## config.mk

```make
export PLATFORM = sky130hd
export DESIGN_NAME = uart_rx_os16
export DESIGN_NICKNAME = d
export VERILOG_FILES = /design/src/rtl/uart_rx_os16_pkg.sv /design/src/rtl/uart_os_tick_gen.sv /design/src/rtl/uart_rx_os16.sv
export SDC_FILE = /design/constraint.sdc
export NUM_CORES = 1
export LEC_CHECK = 0
export ABC_AREA = 1
export BUFFER_PORTS_ARGS = -buffer_cell sky130_fd_sc_hd__buf_2
export CELL_PAD_IN_SITES_DETAIL_PLACEMENT = 0
export CELL_PAD_IN_SITES_GLOBAL_PLACEMENT = 1
export CORE_UTILIZATION = 48
export DETAILED_ROUTE_END_ITERATION = 12
export GPL_ROUTABILITY_DRIVEN = 0
export PLACE_DENSITY_LB_ADDON = 0.1
export SKIP_LAST_GASP = 1
export SYNTH_ARGS = -nofsm -noshare
export SYNTH_HDL_FRONTEND = slang
export SYNTH_SLANG_ARGS = --single-unit
```

## constraint.sdc

```tcl
create_clock -name clk -period 2.55 [get_ports clk]
set_input_delay 0.51 -clock clk [delete_from_list [all_inputs] [get_ports clk]]
set_output_delay 0.51 -clock clk [all_outputs]
set_load 0.01 [all_outputs]
```

## src/rtl/uart_rx_os16_pkg.sv

```systemverilog
// Shared definitions for the 16x-oversampling UART receive path.
// State encoding, frame constants and the oversample divider computation.
package uart_rx_os16_pkg;

    localparam int UART_DATA_BITS  = 8;
    localparam int UART_OVERSAMPLE = 16;

    typedef enum logic [2:0] {
        ST_IDLE  = 3'd0,
        ST_START = 3'd1,
        ST_DATA  = 3'd2,
        ST_STOP  = 3'd3,
        ST_BREAK = 3'd4
    } rx_state_t;

    // Clocks per oversample tick, truncated (27 for 50 MHz / 115200 / 16).
    function automatic int uart_div(input int clk_freq, input int baud, input int os);
        return clk_freq / (baud * os);
    endfunction

endpackage

```

## src/rtl/uart_os_tick_gen.sv

```systemverilog
// Oversample tick divider: counts 0..DIV-1 and pulses o_os_tick on the last count.
// i_clear restarts the count so the tick phase can be re-aligned to a line edge.
module uart_os_tick_gen
    import uart_rx_os16_pkg::*;
#(
    parameter int DIV = uart_div(50000000, 115200, UART_OVERSAMPLE)
) (
    input  logic clk,
    input  logic rst,
    input  logic i_clear,
    output logic o_os_tick
);

    localparam int CW = (DIV > 1) ? $clog2(DIV) : 1;
    localparam logic [CW-1:0] LAST = CW'(DIV - 1);

    logic [CW-1:0] r_div_cnt;

    always_ff @(posedge clk or posedge rst) begin
        if (rst) begin
            r_div_cnt <= '0;
        end else if (i_clear || (r_div_cnt == LAST)) begin
            r_div_cnt <= '0;
        end else begin
            r_div_cnt <= r_div_cnt + 1'b1;
        end
    end

    assign o_os_tick = (r_div_cnt == LAST);

endmodule

```

## src/rtl/uart_rx_os16.sv

```systemverilog
// 16x-oversampling 8N1 UART receiver, LSB first, with start-bit qualification,
// mid-bit sampling and one-cycle valid / frame_err strobes.
module uart_rx_os16
    import uart_rx_os16_pkg::*;
#(
    parameter int CLK_FREQ   = 50000000,
    parameter int BAUD_RATE  = 115200,
    parameter int OVERSAMPLE = 16
) (
    input  logic       clk,
    input  logic       rst,
    input  logic       rxd,
    output logic [7:0] data,
    output logic       valid,
    output logic       frame_err,
    output logic       busy
);

    localparam int DIV = uart_div(CLK_FREQ, BAUD_RATE, OVERSAMPLE);
    localparam logic [2:0] LAST_BIT = 3'(UART_DATA_BITS - 1);

    logic                      r_sync1, r_sync2, r_rx_d;
    rx_state_t                 r_state, w_state_nxt;
    logic [3:0]                r_s, w_s_nxt;
    logic [2:0]                r_bit_idx, w_bit_nxt;
    logic [UART_DATA_BITS-1:0] r_shift, w_shift_nxt;
    logic [7:0]                r_data, w_data_nxt;
    logic                      r_valid, w_valid_nxt;
    logic                      r_ferr, w_ferr_nxt;
    logic                      w_clear, w_tick, w_start_edge;

    // Synchronizer resets to the idle line level so reset release never looks like a start edge.
    always_ff @(posedge clk or posedge rst) begin
        if (rst) begin
            r_sync1 <= 1'b1;
            r_sync2 <= 1'b1;
            r_rx_d  <= 1'b1;
        end else begin
            r_sync1 <= rxd;
            r_sync2 <= r_sync1;
            r_rx_d  <= r_sync2;
        end
    end

    assign w_start_edge = r_rx_d & ~r_sync2;

    uart_os_tick_gen #(.DIV(DIV)) u_tick (
        .clk      (clk),
        .rst      (rst),
        .i_clear  (w_clear),
        .o_os_tick(w_tick)
    );

    always_ff @(posedge clk or posedge rst) begin
        if (rst) begin
            r_state   <= ST_IDLE;
            r_s       <= '0;
            r_bit_idx <= '0;
            r_shift   <= '0;
            r_data    <= 8'h00;
            r_valid   <= 1'b0;
            r_ferr    <= 1'b0;
        end else begin
            r_state   <= w_state_nxt;
            r_s       <= w_s_nxt;
            r_bit_idx <= w_bit_nxt;
            r_shift   <= w_shift_nxt;
            r_data    <= w_data_nxt;
            r_valid   <= w_valid_nxt;
            r_ferr    <= w_ferr_nxt;
        end
    end

    always_comb begin
        w_state_nxt = r_state;
        w_s_nxt     = r_s;
        w_bit_nxt   = r_bit_idx;
        w_shift_nxt = r_shift;
        w_data_nxt  = r_data;
        w_valid_nxt = 1'b0;
        w_ferr_nxt  = 1'b0;
        w_clear     = 1'b0;
        case (r_state)
            ST_IDLE: begin
                if (w_start_edge) begin
                    w_state_nxt = ST_START;
                    w_clear     = 1'b1;
                    w_s_nxt     = '0;
                end
            end
            ST_START: begin
                // Eighth tick after the edge lands mid start bit.
                if (w_tick) begin
                    if (r_s == 4'd7) begin
                        w_s_nxt   = '0;
                        w_bit_nxt = '0;
                        w_state_nxt = r_sync2 ? ST_IDLE : ST_DATA;
                    end else begin
                        w_s_nxt = r_s + 4'd1;
                    end
                end
            end
            ST_DATA: begin
                if (w_tick) begin
                    w_s_nxt = r_s + 4'd1;
                    if (r_s == 4'd15) begin
                        w_shift_nxt = {r_sync2, r_shift[UART_DATA_BITS-1:1]};
                        w_bit_nxt   = r_bit_idx + 3'd1;
                        if (r_bit_idx == LAST_BIT) begin
                            w_state_nxt = ST_STOP;
                        end
                    end
                end
            end
            ST_STOP: begin
                if (w_tick) begin
                    w_s_nxt = r_s + 4'd1;
                    if (r_s == 4'd15) begin
                        if (r_sync2) begin
                            w_data_nxt  = r_shift;
                            w_valid_nxt = 1'b1;
                            w_state_nxt = ST_IDLE;
                        end else begin
                            w_ferr_nxt  = 1'b1;
                            w_state_nxt = ST_BREAK;
                        end
                    end
                end
            end
            ST_BREAK: begin
                if (r_sync2) begin
                    w_state_nxt = ST_IDLE;
                end
            end
            default: begin
                w_state_nxt = ST_IDLE;
            end
        endcase
    end

    assign data      = r_data;
    assign valid     = r_valid;
    assign frame_err = r_ferr;
    assign busy      = (r_state != ST_IDLE);

endmodule

```

==> metrics <==
Detailed Routing Iterations Pass 1 4; flops & latches, synth 36; Post-synth EDFFs 0; type of origin of the critical path flop; RR Endpoint r_s[0]; CP Capture Type output pin; RSZ-0062 raised after global routing false; die span in x roughly 61 microns; first-pass GRT wire length approximately 4600 microns; CTS tree built; Die Ht around 61 microns; Yosys warnings 0; crit path time final roughly 1.8 ns; reg2reg setup slack ~0.93 ns; starting density of the core 0.502; area leader, netlist dfrtp_1; cts bufs inserted 5; Hold Path Class input port to async pin; vias in the first global route ~1100; largest net degree at the start of global routing 37; Top Usage Layer GRT met2; Hold-fix buffers, CTS 0; Top FF cell, synth dfrtp_1; Via density roughly 4.8; CP Launch Point r_state[1]; ANT nets after route 0; residual DRC count 0; top-area cell type share of the netlist area 0.493; Top-Level Pins 14; global-route usage over all layers 0.174; Post-DP HPWL around 2000 microns; Syn Inst Count about 180; Clock Pin Slew Worst Setup and Hold Paths about 0.1 ns; syn_nets ~180; Post-CTS Resized 0; final setup violation count 0; Non-Filler Instances approximately 240; max_cap viols 0; # fillers 318; Hold Fails Final Rpt 0; Lkg Pwr about 0.91 nW; relative slew slack 0.605; Post-CTS Repair Setup Buffers 0; Commonest cells post-synth nand2_1, dfrtp_1, inv_1; Cell Pwr Density 705 nW/um^2; achievable clock frequency 571 MHz; Max Slew Vio Count 0; CP arrival approximately 1.2 ns; Period Utilization, post-route 0.687; grt total ovfl 0; FFs w/ async S/R, synth 1.00; Mapped Area between 1500 and 2000 sq um; P&R area growth vs syn 9.94%; Antenna diodes 0; nets approximately 200; Reg2Reg Depth 9; initial antenna violation count 0; Die Area between 3000 and 4000 sq um; worst skew pair latency around 0.34 ns; drt total wl between 2000 and 3000 microns; Initial DRC Count 57; clock buffer depth 2; crit path capture busy; measured slew at the worst slew-check pin 0.586 ns; sequential fraction of the synthesis area 0.540; CTS root buf clkbuf_4; WL/cell 11.1 microns; Yosys cell types 25; Setup TNS Final 0 ns; skew final around 0.009 ns; top-count cell post-synth nand2_1; met3 Track Usage GR 0.0441; status complete, no violations; # port buffers 13; core area 3340 sq um; CP max FO 5; placed cell count approximately 230; worst vdd ir approximately 410 uV; layout cells sized above 1 0.245; WP data required ~2 ns; H-tree lvl count 2; Setup Crit Path Kind flop to output pin; reg2reg start u_tick.r_div_cnt[0]; GR Util met1 0.236; CTS Sinks 36; routed vias 1156; GR Util met2 0.252; row cnt 21; syn avg cell area between 9 and 10 sq um; Area contributors post-synth dfrtp_1, nand2_1, o21ai_2
how the worst min path moves through the flow:
stage | from | endpoint | slack [ns] | cells past startpoint
detailed placement | r_sync1 | r_sync2 | 0.35 | 0
CTS | rst | r_shift[5] | 0.25 | 3
finish | rst | r_state[0] | 0.25 | 3
floorplan | r_sync1 | r_sync2 | 0.35 | 0
global placement | r_sync1 | r_sync2 | 0.35 | 0
global route | rxd | r_sync1 | 0.25 | 1
cell usage in the layout (no fill, tap or decap), drive strengths merged, types with 2 or more instances in the layout:
cell | netlist | routed
xnor2 | 2 | 2
nand3b | 2 | 2
buf | 2 | 14
clkbuf | 0 | 8
nand2 | 50 | 50
nor2 | 16 | 16
ha | 5 | 5
xor2 | 3 | 3
dfstp | 3 | 3
o21ai | 23 | 23
dfrtp | 33 | 33
a21oi | 2 | 2
inv | 19 | 19
nand3 | 12 | 12
layout make-up:
cell class / instances / area [sq um] / share of cell area
Sequential cell: 36 / 905 / 0.492
Multi-Input combinational cell: 119 / 676 / 0.367
Timing Repair Buffer: 14 / 72.6 / 0.0394
Inverter: 19 / 71.3 / 0.0387
Clock buffer: 8 / 58.8 / 0.0320
Tap cell: 46 / 57.6 / 0.0313
metrics by stage:
stage | hold WS, ns | instance area (sq um) | util | setup slack, ns | power [mW]
6_report | 0.250 | 1840 | 0.552 | 0.799 | 1.30
5_1_grt | 0.246 | 1840 | 0.552 | 0.660 | 1.40
4_1_cts | 0.255 | 1840 | 0.552 | 0.794 | 1.31
3_5_place_dp | 0.351 | 1780 | 0.534 | 0.946 | 1.00
3_3_place_gp | 0.347 | 1780 | 0.534 | 1.00 | 0.989
2_1_floorplan | 0.345 | 1670 | - | 1.15 | 0.940
report_power, final:
part           total [mW]  switching [mW]  leakage, nW  internal (mW)
combinational       0.267           0.157        0.403          0.109
clock               0.309           0.173       0.0326          0.136
sequential          0.722          0.0776        0.472          0.645
total                1.30           0.408        0.908          0.890
critical path, cell delays in order, from the launching register on:
cell,delay [ns]
dfrtp_1,0.46
nor2_1,0.20
nand2_1,0.10
buf_2,0.15
registers in the layout (all words and copies together), names as in the netlist:
| signal | flops |
|---|---|
| data | 8 |
| frame_err | 1 |
| r_bit_idx | 3 |
| r_rx_d | 1 |
| r_s | 4 |
| r_shift | 8 |
| r_state | 3 |
| r_sync1 | 1 |
| r_sync2 | 1 |
| u_tick.r_div_cnt | 5 |
| valid | 1 |
logic make-up (layout without fill, tap and decap cells):
family,Yosys count,after routing,synth area share
AO/OA/AOI/OAI,25,25,0.108
XOR/XNOR,5,5,0.0262
adder cells (fa/ha/maj),5,5,0.0374
buffers and inverters,21,41,0.0560
flip-flops,36,36,0.540
AND/OR/NAND/NOR,84,84,0.232
metal layers:
metal  routed length (microns)  part of all wire
met5                         0                 0
met4                        63             0.023
met3                        85             0.032
met2                      1250              0.46
met1                      1300              0.48
No activity file was read; power rests on OpenSTA's default activity.
